==> src/rtl/mac_neuron_accumulator.sv <==
// Sequential multiply-accumulate neuron core: accumulates data*weight over an in_last-terminated
// vector, then rescales (floor shift) and saturates onto a valid/ready output. Option: MAC_BIAS_EN.
module mac_neuron_accumulator #(
    parameter int precision = 16,
    parameter int FRAC_BITS = 8,
    parameter int ACC_W     = 40
) (
    input  logic                        clk,
    input  logic                        rst,
    input  logic                        in_valid,
    output logic                        in_ready,
    input  logic signed [precision-1:0] in_data,
    input  logic signed [precision-1:0] in_weight,
    input  logic                        in_last,
    output logic                        out_valid,
    input  logic                        out_ready,
    output logic signed [precision-1:0] out_data
`ifdef MAC_BIAS_EN
    ,
    input  logic signed [precision-1:0] bias
`endif
);

    typedef enum logic [0:0] {
        ST_ACCUM = 1'b0,
        ST_HOLD  = 1'b1
    } state_t;

    localparam logic signed [ACC_W-1:0] L_SAT_MAX =
        {{(ACC_W-precision+1){1'b0}}, {(precision-1){1'b1}}};
    localparam logic signed [ACC_W-1:0] L_SAT_MIN =
        {{(ACC_W-precision+1){1'b1}}, {(precision-1){1'b0}}};

    function automatic logic signed [precision-1:0] sat_q(input logic signed [ACC_W-1:0] v);
        logic signed [precision-1:0] res;
        if (v > L_SAT_MAX) begin
            res = L_SAT_MAX[precision-1:0];
        end else if (v < L_SAT_MIN) begin
            res = L_SAT_MIN[precision-1:0];
        end else begin
            res = v[precision-1:0];
        end
        return res;
    endfunction

    state_t                         r_state;
    logic signed [ACC_W-1:0]        r_acc;
    logic signed [precision-1:0]    r_out_data;
    logic                           r_out_valid;
    logic                           r_in_ready;

    state_t                         w_state_nxt;
    logic signed [ACC_W-1:0]        w_acc_nxt;
    logic signed [precision-1:0]    w_out_data_nxt;
    logic                           w_out_valid_nxt;
    logic                           w_in_ready_nxt;

    logic                           w_accept;
    logic                           w_handshake;
    logic signed [2*precision-1:0]  w_prod;
    logic signed [ACC_W-1:0]        w_prod_ext;
    logic signed [ACC_W-1:0]        w_base;
    logic signed [ACC_W-1:0]        w_sum;
    logic signed [ACC_W-1:0]        w_scaled;

    assign w_accept    = in_valid && r_in_ready;
    assign w_handshake = r_out_valid && out_ready;
    assign w_prod      = in_data * in_weight;
    assign w_prod_ext  = {{(ACC_W-2*precision){w_prod[2*precision-1]}}, w_prod};

`ifdef MAC_BIAS_EN
    logic                    r_first;
    logic signed [ACC_W-1:0] w_bias_ext;

    assign w_bias_ext = {{(ACC_W-precision){bias[precision-1]}}, bias} <<< FRAC_BITS;
    // The bias replaces the (already cleared) accumulator only on the first beat of a vector.
    assign w_base     = r_first ? w_bias_ext : r_acc;

    // First-beat flag: armed by reset and by each result handshake.
    always_ff @(posedge clk) begin
        if (rst) begin
            r_first <= 1'b1;
        end else if (w_handshake) begin
            r_first <= 1'b1;
        end else if (w_accept) begin
            r_first <= 1'b0;
        end else begin
            r_first <= r_first;
        end
    end
`else
    assign w_base = r_acc;
`endif

    assign w_sum    = w_base + w_prod_ext;
    assign w_scaled = w_sum >>> FRAC_BITS;

    // Next-state and next-output decode for the ACCUM/HOLD controller.
    always_comb begin
        w_state_nxt     = r_state;
        w_acc_nxt       = r_acc;
        w_out_data_nxt  = r_out_data;
        w_out_valid_nxt = r_out_valid;
        w_in_ready_nxt  = r_in_ready;
        case (r_state)
            ST_ACCUM: begin
                w_in_ready_nxt  = 1'b1;
                w_out_valid_nxt = 1'b0;
                if (w_accept) begin
                    w_acc_nxt = w_sum;
                    if (in_last) begin
                        w_state_nxt     = ST_HOLD;
                        w_out_data_nxt  = sat_q(w_scaled);
                        w_out_valid_nxt = 1'b1;
                        w_in_ready_nxt  = 1'b0;
                    end else begin
                        w_state_nxt = ST_ACCUM;
                    end
                end else begin
                    w_state_nxt = ST_ACCUM;
                end
            end
            ST_HOLD: begin
                if (w_handshake) begin
                    w_state_nxt     = ST_ACCUM;
                    w_acc_nxt       = {ACC_W{1'b0}};
                    w_out_valid_nxt = 1'b0;
                    w_in_ready_nxt  = 1'b1;
                end else begin
                    w_out_valid_nxt = 1'b1;
                    w_in_ready_nxt  = 1'b0;
                end
            end
            default: begin
                w_state_nxt     = ST_ACCUM;
                w_acc_nxt       = {ACC_W{1'b0}};
                w_out_valid_nxt = 1'b0;
                w_in_ready_nxt  = 1'b1;
            end
        endcase
    end

    // State and output registers with synchronous reset.
    always_ff @(posedge clk) begin
        if (rst) begin
            r_state     <= ST_ACCUM;
            r_acc       <= {ACC_W{1'b0}};
            r_out_data  <= {precision{1'b0}};
            r_out_valid <= 1'b0;
            r_in_ready  <= 1'b1;
        end else begin
            r_state     <= w_state_nxt;
            r_acc       <= w_acc_nxt;
            r_out_data  <= w_out_data_nxt;
            r_out_valid <= w_out_valid_nxt;
            r_in_ready  <= w_in_ready_nxt;
        end
    end

    assign in_ready  = r_in_ready;
    assign out_valid = r_out_valid;
    assign out_data  = r_out_data;

endmodule

==> config.mk <==
export PLATFORM = sky130hd
export DESIGN_NAME = mac_neuron_accumulator
export DESIGN_NICKNAME = d
export VERILOG_FILES = /design/src/rtl/mac_neuron_accumulator.sv
export SDC_FILE = /design/constraint.sdc
export NUM_CORES = 1
export LEC_CHECK = 0
export ABC_AREA = 1
export CORE_MARGIN = 2
export CORE_UTILIZATION = 48
export DETAILED_ROUTE_END_ITERATION = 10
export PLACE_DENSITY = 0.63
export SETUP_SLACK_MARGIN = 0.2
export SKIP_CTS_REPAIR_TIMING = 1
export SYNTH_ARGS = -nofsm -noshare
export SYNTH_HDL_FRONTEND = slang
export SYNTH_SLANG_ARGS = --single-unit
==> constraint.sdc <==
create_clock -name clk -period 8.5 [get_ports clk]
set_input_delay 1.7 -clock clk [delete_from_list [all_inputs] [get_ports clk]]
set_output_delay 1.7 -clock clk [all_outputs]
set_load 0.01 [all_outputs]
==> results of run 1 <==
## metal layers
metal  GRT usage [%]  wire length, um  up-vias
met2            43.3            19700      243
met1            34.5            17900     6220
met3            3.05             1790       42
met4            5.57              676        0
li1                -                -     6154
met5               0                0        -
## registers in the layout, summed over array words and instances (netlist names)
signal / flops
out_data: 16
in_ready: 1
out_valid: 1
r_acc: 40
## worst reg2reg max path: stages (launching register included)
cell and delay, ns:
dfxtp_1 0.32, inv_1 0.06, fa_1 0.50, inv_1 0.05, fa_1 0.53, fa_1 0.43, fa_1 0.49, inv_1 0.06
fa_1 0.53, inv_1 0.05, ha_1 0.35, nand2_1 0.15, inv_2 0.05, nand2_1 0.10, inv_1 0.08, a21oi_1 0.17
nand2_2 0.14, nand2_1 0.14, nand2_1 0.08, nand2_1 0.07, nand2_1 0.07, nor2_2 0.16, nand3_1 0.10, nor2_2 0.18
nand3_4 0.12, nand2_4 0.14, nand2_1 0.08, a21oi_1 0.17
## path summary, 6_finish.rpt
check                              endpoint  cells past startpoint        start
worst max-delay path            out_data[8]                     34  in_data[15]
worst min-delay path              r_acc[15]                      2    r_acc[15]
worst max register to register  out_data[8]                     27    r_acc[15]
worst min register to register    r_acc[15]                      2    r_acc[15]
## cell type report
class,instances,share of cell area (%)
antenna,1,0.0140
clock inverter,7,0.440
sequential,58,6.48
clock buffer,9,1.26
inverter,650,13.6
tap,442,3.09
timing repair buffer,156,7.87
multi-input combinational,1338,67.3
## placed cells by master (no fill, tap or decap), types with 15 or more instances in the layout
cell / Yosys / layout
nor2_1: 63 / 54
nand2_1: 607 / 603
o21ai_0: 25 / 25
nand3_1: 36 / 34
inv_1: 645 / 645
dfxtp_1: 58 / 58
xor2_1: 16 / 15
dlymetal6s2s_1: 0 / 15
fa_1: 330 / 327
ha_1: 115 / 114
buf_4: 0 / 96
clkdlybuf4s50_1: 0 / 39
a21oi_1: 74 / 70
nand2_2: 11 / 15
nor2_2: 7 / 15
## metrics by stage
stage	hold WS (ns)	cells	setup WS, ns
floorplan	0.445	2123	0.566
global placement	0.456	2639	-0.0240
detailed placement	0.464	2639	-0.120
CTS	0.472	2655	0.205
global route	0.488	2660	0.193
finish	0.471	2661	0.498
## kinds of logic (layout without fill, tap and decap cells)
logic type	Yosys count	in the layout	share of synthesized area, %
compound gates	114	114	3.98
other cells	0	1	0
simple gates	751	752	19.0
fa+ha+maj	445	445	50.8
xor+xnor	27	27	1.63
buf+inv	728	822	17.3
flops	58	58	7.33
==> run summary, run 1 <==
The number of nets in the synthesized netlist is 2,605. After layout, the minimum clock period comes to between 8 and 9 ns. The cell area that synthesis handed to floorplanning was ~0.016 sq mm.

The placement row count is 66. The number of synthesized register bits came out at 58. The clock transition time at the flip-flop clock pins of the worst setup and hold paths came out at around 0.060 ns. The I/O pin count is 55. The number of pins exceeding their max-slew limit in the final report came out at 0. The synthesized design devotes to its leading area cell type approximately two fifths of total area. Entering global routing, the biggest net connects 43 pins. The post-route DRC violation count came out at 0. In the final layout, the share of cells above drive strength 1 is ~8.6%.

The path class of the tightest hold or removal check is reg -> reg. The number of antenna violations at the first check in global routing came out at 2. The most numerous cell type found on the critical path is nand2_1. The worst relative slew slack is about 47%.

The worst clock skew is 0.0105 ns. Summed over all layers, the routed wires come to 40,100 um. Synthesis handed over a netlist of 2,123 instances. During synthesis, Yosys emitted a total of 0 warnings.

The post-synthesis async set-or-reset flop share is 0%. The post-DP HPWL came out at around 36,000 um. The count of clock tree sinks came out at 58.

The area of all sequential standard cells came out at 0.00116 sq mm. The via count of the first global-routing pass is about 14,000. After routing the design area is about 0.018 sq mm. The die area is around 0.034 sq mm. The cell family contributing the most delay on the critical path is adder cells. The signed area change from the synthesized netlist to the final layout is 13.1%. The top fanout value on the critical path came out at 16. The largest buffer count on any clock path came out at 2. The type of the setup path with the least slack is in -> reg. The width of the die came out at 186 um. The number of buffers and inverters on the critical path is 11.

The most used flip-flop cell after synthesis is dfxtp_1. The number of endpoints failing setup at the final stage came out at 0. The initial core utilization is roughly half. The hold violation count in the final report is 0. The category of the worst setup path capture point is a flop.

Buffers inserted during clock tree synthesis total 9. The average wire per cell in the routed design came out at between 15 and 20 um. The post-synthesis average cell area came out at 7.47 sq um.

The slowest stage of the critical path belongs to the cell fa_1. The area of the core region came out at roughly 0.033 sq mm. The vertical die dimension came out at 186 um. Ranked by total cell area, the synthesized netlist is headed by fa_1 42%, inv_1 15%, nand2_1 14%, ha_1 9.1%, dfxtp_1 7.3%. The congestion estimate from routability-driven global placement came to roughly 0.95. The tree is rooted in a clkbuf_16. STA classifies the critical path startpoint as a primary input. The routed via count came out at roughly 13,000. The final core utilization is between 50% and 60%. The number of port buffers is 54.

TritonCTS built the clock tree. The via-per-instance ratio came out at between 4 and 5. The dominant cell by count in the synthesized netlist is inv_1.

The commonest cells after synthesis are 645 x inv_1, 607 x nand2_1, 330 x fa_1. Setup repair after global routing could not meet its margin everywhere. The timing-limited maximum frequency came out at between 0.1 and 0.15 GHz. For the worst setup path, the data arrival time is 8.28 ns.

The total track usage is between 20% and 30%. The total overflow left after global routing is 0. The sum of negative setup slack came out at 0 ns. The flow ran to the end, and the final reports show no timing, DRC or antenna violations. In this design, the stage delay of the slowest critical-path cell is between 0.5 and 0.6 ns. The number of design-rule violations left by the first detailed-router iteration came out at 620. The reported max-cap violation count is 0.

The reg-to-reg setup timing slack came out at roughly 3 ns. The clock latency on the worst-skew pair came out at ~0.35 ns. The transition at the pin with the smallest max-transition slack is 0.791 ns. After synthesis, the netlist uses 33 different library cells. The post-synthesis cell type with the largest combined area is fa_1.

The H-tree generated during clock tree synthesis spans 3 levels. The final cycle utilization of the critical path is 94.1%. The area of the multi-input gates came out at roughly 0.012 sq mm. The first-pass iteration count of the detailed router is 5. The wire length of the first global-routing pass came out at 68,100 um.

The placed standard-cell area came out at approximately 0.017 sq mm. The final layout contains ~2,700 nets. The sequential area share after synthesis is between 7 and 8%. The post-detailed-route count of antenna-violating nets is 0.

STA puts the critical path data required time at 8.77 ns. The number of fill cells in the layout came out at 3,245. Yosys mapped a number of flops with a built-in enable equal to 0.
Power of run 1 is not shown: default switching activity piles up to over one toggle a cycle in this logic, so the estimate is an artifact.
==> inputs of run 2 (changes only) <==
--- a/config.mk
+++ b/config.mk
@@ -8,6 +8,7 @@
 export ABC_AREA = 1
+export ABC_CLOCK_PERIOD_IN_PS = 8500
 export CORE_MARGIN = 2
-export CORE_UTILIZATION = 48
+export CORE_UTILIZATION = 54
 export DETAILED_ROUTE_END_ITERATION = 10
-export PLACE_DENSITY = 0.63
+export PLACE_DENSITY = 0.7
 export SETUP_SLACK_MARGIN = 0.2
--- a/constraint.sdc
+++ b/constraint.sdc
@@ -3,2 +3,2 @@
 set_output_delay 1.7 -clock clk [all_outputs]
-set_load 0.01 [all_outputs]
+set_load 0.05 [all_outputs]
==> run summary, run 2 (synthesis gave the netlist of run 1 again) <==
The initial core utilization is 55.1% (+6.4 points). The startpoint type of the worst setup path is a primary input. The signed area change from the synthesized netlist to the final layout is 12.6%.

The post-route DRC violation count came out at 0 (unchanged). The final core utilization is 62.0% (+6.9 points). The number of antenna violations at the first check in global routing came to 1 (-1). The final wirelength came out at 40,300 um (+0.64%). The vertical die dimension was 175 um (-5.6%).

The first-pass iteration count of the detailed router came out at 5 (unchanged). The count of inserted antenna diode cells came out at 0 (-1). The number of buffers added by the clock tree synthesis step came to 9 (unchanged). The routed via count came out at 12,900 (+1.5%). Counting stages on the worst path, the most repeated cell is nand2_1. The final cycle utilization of the critical path is 93.5% (-0.63 points). The reported max-cap violation count came out at 0 (unchanged). The post-DP HPWL came out at 35,500 um (-0.33%).

The placer's final routability congestion estimate came out at 0.942 (-1.2%). The worst setup path is captured at a flop. The total track usage is 28.3% (+3.0 points). The worst clock skew came out at 0.0149 ns (+0.00437 ns).

The post-layout net count came out at 2,691 (-0.15%). The critical path is of the in -> reg type. The number of pins exceeding their max-slew limit in the final report is 0 (unchanged). The largest incremental delay on the critical path was 0.57 ns (+0.04 ns).

The area of all sequential standard cells came out at 0.00116 sq mm (unchanged). The hold violation count in the final report is 0 (unchanged). The fraction of layout instances using a drive strength above 1 was 8.72% (+0.15 points). The count of cells along the worst hold path was 2 (unchanged). The library cells used most frequently in the layout, excluding fill and tap cells, are 644 x inv_1, 601 x nand2_1, 326 x fa_1. The number of fill cells in the layout is 2,612 (-20%). The timing-limited maximum frequency is 0.126 GHz (+0.67%). The number of port buffers is 54 (unchanged).

The flow ran to the end, and the final reports show no timing, DRC or antenna violations. The via count of the first global-routing pass is 13,600 (+0.066%). The worst endpoint data arrival time came out at 8.17 ns (-0.11 ns). The average wire per cell in the routed design is 15.5 um (+3.1%). The I/O pin count is 55 (unchanged). The deepest level of the CTS H-tree came out at 3 (unchanged).

Setup repair after global routing left no endpoint under its margin. The die area is 0.0307 sq mm (-11%). The data required time at the worst endpoint came out at 8.72 ns (-0.05 ns). Ranked by flip-flop count, first place goes to r_acc. The class of the tightest hold or removal check is reg -> reg. The width of the die was 175 um (-5.6%). The number of endpoints failing setup at the final stage is 0 (unchanged).

In this run the critical register-to-register path is launched from r_acc[15]. The count of clock tree sinks came out at 58 (unchanged). The worst relative slew slack was 60.9% (+14 points).

TritonCTS built the clock tree. The flip-flop count of the largest register after layout came out at 40 (unchanged). The worst hold path terminates at r_acc[15]. The pin count of the biggest net entering global routing came out at 43 (unchanged). The number of design-rule violations left by the first detailed-router iteration came out at 839 (+35%). In this run the most critical hold path is launched from r_acc[15]. The wire length of the first global-routing pass came out at 68,800 um (+0.94%). The via-per-instance ratio came out at 4.95 (+4.0%). The placement row count came out at 62 (-6.1%). The transition at the pin with the smallest max-transition slack came out at 0.585 ns (-0.205 ns). Leaving out fill and tap cells, the most frequent cell in the layout is inv_1. The area of the core region came out at 0.0288 sq mm (-12%). The clock latency on the worst-skew pair is 0.35 ns (about the same). The post-route minimum period came out at 7.95 ns (-0.0532 ns). The count of cells along the worst register-to-register path came out at 27 (unchanged).

The area of the multi-input gates is 0.0121 sq mm (about the same). The cell with the biggest individual delay on the critical path is clkdlybuf4s50_1. The largest buffer count on any clock path came to 2 (unchanged). The sum of negative setup slack is 0 ns (unchanged). In this run the critical register-to-register path is captured at out_data[9].

In this run the clock root is driven by a clkbuf_16. The post-detailed-route count of antenna-violating nets came out at 0 (unchanged). The total congestion overflow is 0 (unchanged).

The top fanout value on the critical path is 15 (-1). The reg-to-reg setup timing slack is 3.11 ns (+0.02 ns). The clock transition time at the flip-flop clock pins of the worst setup and hold paths is 0.06 ns (about the same).
-- run 2: area by class of cell --
type | instances | share of cell area [%]
Inverter | 650 | 13.7
Multi-Input combinational cell | 1338 | 67.6
Sequential cell | 58 | 6.51
Tap cell | 384 | 2.69
Clock buffer | 10 | 1.34
Timing Repair Buffer | 152 | 7.62
Clock inverter | 6 | 0.505
-- run 2: critical path, delay by kind of cell --
family | cells | cell delay [ns]
buffers and inverters | 8 | 1.26
and+or+nand+nor | 12 | 1.27
AOI/OAI and AO/OA | 3 | 0.40
adders and majority gates | 7 | 3.54
-- run 2: through the flow --
stage | instances | setup WS [ns] | hold slack [ns] | area [sq um]
finish | 2598 | 0.552 | 0.467 | 17800
global route | 2598 | 0.174 | 0.487 | 17800
CTS | 2592 | 0.261 | 0.467 | 17600
detailed placement | 2576 | -0.0359 | 0.458 | 17300
global placement | 2576 | 0.0803 | 0.455 | 17300
floorplan | 2123 | 0.565 | 0.445 | 15800
-- run 2: how the worst max path moves through the flow --
stage	from	end	slack, ns	cells past startpoint
after global placement	in_data[8]	out_data[10]	0.08	32
final	in_weight[10]	out_data[9]	0.55	30
after global routing	in_data[15]	out_data[9]	0.17	32
after floorplan	in_weight[5]	out_data[0]	0.57	29
after CTS	in_weight[8]	out_data[9]	0.26	29
after detailed placement	in_weight[8]	out_data[9]	-0.04	29
-- run 2: layer usage --
layer	vias to the layer above	global-route usage, %	part of all wire (%)
met5	-	0	0.027
met4	2	5.17	1.6
met3	51	2.60	4.7
met2	292	48.6	50
met1	6366	39.8	44
li1	6142	-	-
Power of run 2 is left out for the same reason.
==> patch, RTL diff (config.mk and constraints of run 2) <==
The option `MAC_BIAS_EN` is turned on by a define.
--- a/src/rtl/mac_neuron_accumulator.sv
+++ b/src/rtl/mac_neuron_accumulator.sv
@@ -1,5 +1,7 @@
 // Sequential multiply-accumulate neuron core: accumulates data*weight over an in_last-terminated
 // vector, then rescales (floor shift) and saturates onto a valid/ready output. Option: MAC_BIAS_EN.
+`define MAC_BIAS_EN
+
 module mac_neuron_accumulator #(
     parameter int precision = 16,
     parameter int FRAC_BITS = 8,
Ports: changed (added bias); port bits go from 55 to 71. No check against the original RTL was run, so the function may have changed too.
==> patch against run 2 <==
Sequential cell count is 1 higher; utilization shrank 1.2 points; critical path type unchanged; worst hold slack got worse by 0.0058 ns; area after synthesis grew 4.2%; routed wire length rose by 3.6%; setup slack worse by 0.0043 ns; clock skew is 0.010 ns lower; sequential share of layout area is 0.11 points lower; design area grew 3.4%.
Power is left out: the tool's default activity adds up to more than one toggle a clock period on the data nets, which glitch-free logic cannot reach.
==> patch: results <==
export IMPL_status="finished, final reports clean"
export IMPL_clk_latency_ns=0.34
export IMPL_design_seq_count=59
export IMPL_ys_flop_type="dfxtp_1"
export IMPL_place_area_um2=18030
export IMPL_numCtsBuffers=9
export IMPL_comb_multi_input_count=1459
export IMPL_nets=2846
export IMPL_wire_per_inst_um=15.19
export IMPL_skew_ns=0.004826
export IMPL_clk_share_pct=1.851
export IMPL_routabilityCongestion=0.9325
export IMPL_dp_cells=2733
export IMPL_ys_types=37
export IMPL_clock_root_buffer="clkbuf_16"
export IMPL_synth_mux_area_share_pct=0.06059
export IMPL_totalWireLength_mm=41.77
export IMPL_grt_max_degree=45
export IMPL_synth_compound_area_share_pct=3.885
export IMPL_synthAdderAreaFrac_pct=48.70
export IMPL_grt_usage_pct=28.69
export IMPL_die_area_um2=32010
export IMPL_ys_top_cells_by_area="fa_1 40%, nand2_1 16%, inv_1 15%"
export IMPL_tns_ns=0
export IMPL_synth_common_cells="686 x nand2_1, 669 x inv_1, 330 x fa_1"
export IMPL_io_buffers=70
export IMPL_r2r_cells=29
export IMPL_dp_hpwl_mm=36.67
export IMPL_netlist_instances=2278
export IMPL_via_per_inst=4.868
export IMPL_cp_endpoint="out_data[7]"
export IMPL_seqAreaFraction_pct=6.401
export IMPL_drive_above_1_share_pct=7.522
export IMPL_async_flop_share_pct=0
export IMPL_slew_headroom_pct=57.14
export IMPL_syn_to_final_growth_pct=11.70
export IMPL_signal_buffers=144
export IMPL_grt_pass1_wl_mm=71.41
export IMPL_grt_antenna_before_repair=0
export IMPL_fillers=2799
export IMPL_place_ws_ns=-0.2444
export IMPL_synth_xor_area_share_pct=1.272
export IMPL_grt_pass1_vias=14350
export IMPL_rrSetupSlack_ns=2.15
export IMPL_multi_input_area_share_pct=67.78
export IMPL_crit_family="adder cells"
export IMPL_r2r_start="r_first"
export IMPL_arrival_ns=8.23
export IMPL_initialDrtViolationCount=870
export IMPL_largest_reg_flops=40
export IMPL_nonClkBufAreaFrac_pct=7.554
export IMPL_worst_path_largest_cell_delay_ns=0.64
export IMPL_inverters_excl_clock=675
export IMPL_ys_seq_area_share_pct=7.150
export IMPL_critPathLaunch="in_data[3]"
export IMPL_finalWorstSetupSlack_ns=0.5473
-- patch: cell count changes in the layout (fill, tap and decap cells not counted), sizes merged, moves of 3 or more --
cell	change
buf	-24
nand2	+97
dlymetal6s2s	-6
nand3	+3
clkdlybuf4s50	+22
inv	+27
nor2	+22
o21ai	-5
-- patch: worst min path at each step --
| stage | start | to | slack, ns | cells after the start |
|---|---|---|---|---|
| final | r_acc[1] | r_acc[1] | 0.46 | 2 |
| after global routing | r_acc[26] | r_acc[26] | 0.48 | 2 |
| after CTS | r_acc[18] | r_acc[18] | 0.46 | 2 |
| after detailed placement | r_acc[18] | r_acc[18] | 0.46 | 2 |
| after global placement | r_acc[0] | r_acc[0] | 0.45 | 2 |
| after floorplan | r_acc[0] | r_acc[0] | 0.44 | 2 |
-- patch: layer usage --
metal,vias up,share of wire [%],global-route usage [%]
met5,-,0,0
met4,0,2.1,7.249
met3,55,5.0,2.523
met2,306,48,49.18
met1,6479,45,39.32
li1,6542,-,-
